$ cat config.mk
export PLATFORM = sky130hd
export DESIGN_NAME = modulo_seq
export DESIGN_NICKNAME = d
export VERILOG_FILES = /design/src/rtl/arith_pkg.sv /design/src/rtl/cond_sub_step.sv /design/src/rtl/modulo_seq.sv
export SDC_FILE = /design/constraint.sdc
export NUM_CORES = 1
export LEC_CHECK = 0
export CAP_MARGIN = 20
export CORE_ASPECT_RATIO = 0.9
export CORE_MARGIN = 1.5
export CORE_UTILIZATION = 60
export CTS_BUF_LIST = sky130_fd_sc_hd__clkbuf_16
export CTS_CLUSTER_SIZE = 12
export DETAILED_ROUTE_END_ITERATION = 10
export HOLD_SLACK_MARGIN = 0.08
export PLACE_DENSITY = 0.86
export SYNTH_ARGS = -nofsm -noshare
export SYNTH_HDL_FRONTEND = slang
export SYNTH_SLANG_ARGS = --single-unit
$ cat constraint.sdc
create_clock -name clk -period 6.9 [get_ports clk]
set_input_delay 1.38 -clock clk [delete_from_list [all_inputs] [get_ports clk]]
set_output_delay 1.38 -clock clk [all_outputs]
set_load 0.1 [all_outputs]
$ cat src/rtl/arith_pkg.sv
// rtl/arith_pkg.sv - shared arithmetic datapath types and widths
package arith_pkg;

  localparam int DATA_WIDTH = 8;
  // Full product of two operands plus a carry bit, reduced by modulo_seq.
  localparam int PROD_WIDTH = 2 * DATA_WIDTH + 1;

  typedef enum logic [1:0] {
    IDLE = 2'd0,
    CALC = 2'd1,
    DONE = 2'd2
  } modulo_state_t;

endpackage

$ cat src/rtl/cond_sub_step.sv
// rtl/cond_sub_step.sv - one restoring-division step: shift in a bit, compare, conditionally subtract
module cond_sub_step #(
  parameter int M_WIDTH = 8
) (
  input  logic [M_WIDTH-1:0] i_rem,
  input  logic               i_bit,
  input  logic [M_WIDTH-1:0] i_mod,
  output logic [M_WIDTH-1:0] o_rem,
  output logic               o_qbit
);

  logic [M_WIDTH:0] w_t;
  logic             w_ge;

  assign w_t  = {i_rem, i_bit};
  assign w_ge = (w_t >= {1'b0, i_mod});

  // The difference is always below the modulus, so M_WIDTH-bit wraparound is exact.
  assign o_rem  = w_ge ? (w_t[M_WIDTH-1:0] - i_mod) : w_t[M_WIDTH-1:0];
  assign o_qbit = w_ge;

endmodule

$ cat src/rtl/modulo_seq.sv
// rtl/modulo_seq.sv - bit-serial remainder/quotient unit with valid/ready handshakes
module modulo_seq
  import arith_pkg::*;
#(
  parameter int A_WIDTH = PROD_WIDTH,
  parameter int M_WIDTH = DATA_WIDTH
) (
  input  logic               clk,
  input  logic               reset,
  input  logic               in_valid,
  output logic               in_ready,
  input  logic [A_WIDTH-1:0] a,
  input  logic [M_WIDTH-1:0] modulant,
  output logic               out_valid,
  input  logic               out_ready,
  output logic [M_WIDTH-1:0] out,
  output logic [A_WIDTH-1:0] quotient,
  output logic               div_zero
);

  localparam int CNT_W = $clog2(A_WIDTH + 1);

  modulo_state_t      r_state;
  logic [M_WIDTH-1:0] r_rem;
  logic [M_WIDTH-1:0] r_mod;
  logic [A_WIDTH-1:0] r_div;
  logic [A_WIDTH-1:0] r_quo;
  logic [CNT_W-1:0]   r_cnt;
  logic               r_in_ready;
  logic               r_out_valid;
  logic [M_WIDTH-1:0] r_out;
  logic [A_WIDTH-1:0] r_quotient;
  logic               r_div_zero;

  logic [M_WIDTH-1:0] w_rem_nxt;
  logic               w_qbit;
  logic [A_WIDTH-1:0] w_quo_nxt;

  cond_sub_step #(.M_WIDTH(M_WIDTH)) u_step (
    .i_rem  (r_rem),
    .i_bit  (r_div[A_WIDTH-1]),
    .i_mod  (r_mod),
    .o_rem  (w_rem_nxt),
    .o_qbit (w_qbit)
  );

  assign w_quo_nxt = {r_quo[A_WIDTH-2:0], w_qbit};

  always_ff @(posedge clk or posedge reset) begin
    if (reset) begin
      r_state     <= IDLE;
      r_rem       <= '0;
      r_mod       <= '0;
      r_div       <= '0;
      r_quo       <= '0;
      r_cnt       <= '0;
      r_in_ready  <= 1'b1;
      r_out_valid <= 1'b0;
      r_out       <= '0;
      r_quotient  <= '0;
      r_div_zero  <= 1'b0;
    end else begin
      case (r_state)
        IDLE: begin
          if (in_valid) begin
            r_mod      <= modulant;
            r_div      <= a;
            r_rem      <= '0;
            r_quo      <= '0;
            r_cnt      <= CNT_W'(A_WIDTH);
            r_in_ready <= 1'b0;
            if (modulant == '0) begin
              r_out       <= '0;
              r_quotient  <= '1;
              r_div_zero  <= 1'b1;
              r_out_valid <= 1'b1;
              r_state     <= DONE;
            end else if (a < A_WIDTH'(modulant)) begin
              r_out       <= a[M_WIDTH-1:0];
              r_quotient  <= '0;
              r_div_zero  <= 1'b0;
              r_out_valid <= 1'b1;
              r_state     <= DONE;
            end else begin
              r_state <= CALC;
            end
          end
        end
        CALC: begin
          r_rem <= w_rem_nxt;
          r_quo <= w_quo_nxt;
          r_div <= {r_div[A_WIDTH-2:0], 1'b0};
          r_cnt <= r_cnt - CNT_W'(1);
          if (r_cnt == CNT_W'(1)) begin
            r_out       <= w_rem_nxt;
            r_quotient  <= w_quo_nxt;
            r_div_zero  <= 1'b0;
            r_out_valid <= 1'b1;
            r_state     <= DONE;
          end
        end
        DONE: begin
          if (out_ready) begin
            r_out_valid <= 1'b0;
            r_in_ready  <= 1'b1;
            r_state     <= IDLE;
          end
        end
        default: r_state <= IDLE;
      endcase
    end
  end

  assign in_ready  = r_in_ready;
  assign out_valid = r_out_valid;
  assign out       = r_out;
  assign quotient  = r_quotient;
  assign div_zero  = r_div_zero;

endmodule

==> results.tsv <==
stage	metric	value	unit
logic_synthesis	synth_area	4340	µm²
die	die_w	92.7	µm
flow_run	drv_cap	0	
logic_synthesis	syn_avg_cell_area	9.52	µm²
setup_path	critPathLaunch	modulant[7]	
logic_synthesis	synthFlopType	dfrtp_1	
detailed_routing	dr.first_iter.drc_count	351	
setup_path	path_buf_inv	2	
finish	nNetsFinal	553	
logic_synthesis	synth.distinct_cells	51	
finish	regArea	2100	µm²
setup_path	cp_cell_sequence	clkdlybuf4s50_1 -> inv_1 -> ha_1 -> a211oi_1 -> nand3_1 -> nor2_1 -> a21oi_2 -> nor3_4 -> mux2_2	
placed_design	hpwl	6990	µm
logic_synthesis	synth-async-reset-ratio	100	%
clock_network	cts_tree	built	
die	initial_core_util	61.7	%
detailed_routing	drc	0	
min_path	holdPathStages	2	
global_routing	antenna_found_initial	0	
die	die-area	7750	µm²
setup_path	cp_max_fo	26	
detailed_routing	wire_per_inst	17.2	µm
sta	worst_pin_slew	1.08	ns
sta	slew_headroom	27.6	%
clock_network	post_cts_buffers	0	
detailed_routing	dr.pass1.iters	5	
setup_path	rr_startpoint	r_state[0]	
logic_synthesis	ys_top_cells_by_area	dfrtp_1 48%, o21ai_0 6.7%, nand2_1 6.7%	
clock_network	htreeDepth	3	
die	coreArea	7040	µm²
clock_network	clk_pin_slew	0.07	ns
clock_network	ctsResizeCount	0	
sta	setup_violations	0	
setup_path	crit_required	7.14	ns
setup_path	worstPathArrival	4.30	ns
setup_path	max_stage_delay	0.91	ns
setup_path	reg2reg_slack	3.60	ns
sta	post-route-period-util	58.9	%
sta	hold_viol_final	0	
die	io_pins	57	
logic_synthesis	synth_top_area_cell	dfrtp_1	
detailed_routing	via_count	3645	
sta	setup_tns	0	ns
detailed_routing	routed_wl	10300	µm
status	outcome	complete, no violations	
sta	post-route-min-period	4.06	ns
logic_synthesis	yosysTopAreaCellShare	47.9	%
clock_network	clock_sinks	84	
setup_path	cp-end-kind	flop	
clock_network	cts_root_buf	clkbuf_16	
logic_synthesis	ys_ff_latch	84	
global_routing	grt_start_max_net_pins	86	
finish	drive_gt1_share	7.68	%
setup_path	crit_type	in2reg	
logic_synthesis	synth_edf_count	0	
global_routing	grt_pass1_vias	3552	
global_routing	overflow	0	
min_path	min_to	r_div[13]	
setup_path	rr_worst_depth	7	
finish	fillCellCount	474	
logic_synthesis	yosysWarnings	0	
logic_synthesis	synth_cells	456	
sta	rsz0062_at_grt	false	
finish	area_growth	21.3	%
clock_network	cts_hold_buffers	0	
finish	final_cell_mix	83 x dfrtp_1, 77 x nand2_1, 58 x o21ai_0	
global_routing	grtUsageTotal	28.1	%
setup_path	critical_path.top_delay_family	simple AND/OR/NAND/NOR gates	
min_path	worstHoldStart	r_div[13]	
detailed_routing	ant_nets	0	
sta	fmax	246	MHz
die	rows	29	
finish	antenna_cells	0	
placed_design	routabilityCongestion	0.824	
die	dieHeight	83.7	µm
finish	multi_input_area	2020	µm²
logic_synthesis	synth_fp_nets	506	
logic_synthesis	synth_seq_area_share	48.5	%
clock_network	clk_latency	0.35	ns
min_path	worstHoldPathType	reg2reg	
setup_path	critPathSlowestCell	nor3_4	
placed_design	io_buffers	56	
clock_network	cts-buffers-inserted	9	
setup_path	critPathLaunchType	input pin	
sta	slew_violations	0	
clock_network	ctsLongestPathBuffers	2	
finish	final_common_cell	dfrtp_1	
setup_path	r2r-end	out[1]	
global_routing	grt_pass1_wl	16900	µm
sta	skew	0.0138	ns
detailed_routing	avgViaCountPerCell	6.06	
state kept, by name, indices dropped and copies added (netlist names):
signal     count
r_div         17
r_state        2
out_valid      1
r_rem          8
r_quo         16
quotient      17
in_ready       1
out            8
div_zero       1
r_cnt          5
r_mod          8
worst max-delay path by stage:
| stage | endpoint | slack [ns] | cells past startpoint |
|---|---|---|---|
| 2_1_floorplan | div_zero | 3.36 | 1 |
| 3_3_place_gp | out[6] | 2.54 | 9 |
| 3_5_place_dp | out[1] | 2.51 | 9 |
| 4_1_cts | out[1] | 2.83 | 9 |
| 5_1_grt | out[1] | 2.58 | 9 |
| 6_report | out[1] | 2.84 | 9 |
final cells by class:
cell class | instances | area share (%)
multi-input combinational | 319 | 38.4
sequential | 84 | 39.9
clock inverter | 7 | 1.45
tap | 93 | 2.21
clock buffer | 9 | 4.28
timing repair buffer | 60 | 11.6
inverter | 29 | 2.09
Yosys cell counts (all sizes together), types with 16 or more instances:
master and number:
clkbuf 16, dfrtp 83, inv 29, o21ai 58, nor2 20, mux2i 19
ha 20, a21oi 33, a31oi 19, nand2 77
worst reg2reg max path, stage by stage, from the launching register on:
cell and delay (ns):
dfrtp_1 0.39, inv_1 0.10, ha_1 0.29, nand2_1 0.41
a21boi_4 0.28, buf_4 0.37, nor3_4 0.93, mux2_2 0.43
cell families (layout without fill, tap and decap cells):
family	Yosys count	in the layout	share of synthesized area, %
AOI/OAI and AO/OA	140	140	19.2
xor gates and xnor gates	7	7	1.41
adders and majority gates	21	21	6.23
buffers and inverters	53	105	5.22
DFF	84	84	48.5
muxes	27	27	6.63
and+or+nand+nor	124	124	12.8
per-layer routing:
layer,global-route usage [%],up-vias,part of all wire (%)
met2,45.8,121,49
met4,11.7,0,2.2
met3,4.83,22,4.8
met5,0,-,0
met1,37.4,1802,43
li1,-,1700,-
metrics by stage:
step / hold WS [ns] / setup WS (ns) / util [%] / area [µm²] / cells
finish: 0.482 / 2.84 / 74.8 / 5270 / 601
global route: 0.508 / 2.58 / 74.8 / 5270 / 601
CTS: 0.487 / 2.83 / 74.4 / 5240 / 600
detailed placement: 0.471 / 2.51 / 70.1 / 4940 / 584
global placement: 0.462 / 2.54 / 70.1 / 4940 / 584
floorplan: 0.450 / 3.36 / - / 4340 / 456
Power is not shown: default switching activity piles up to over one toggle a cycle in this logic, so the estimate is an artifact.
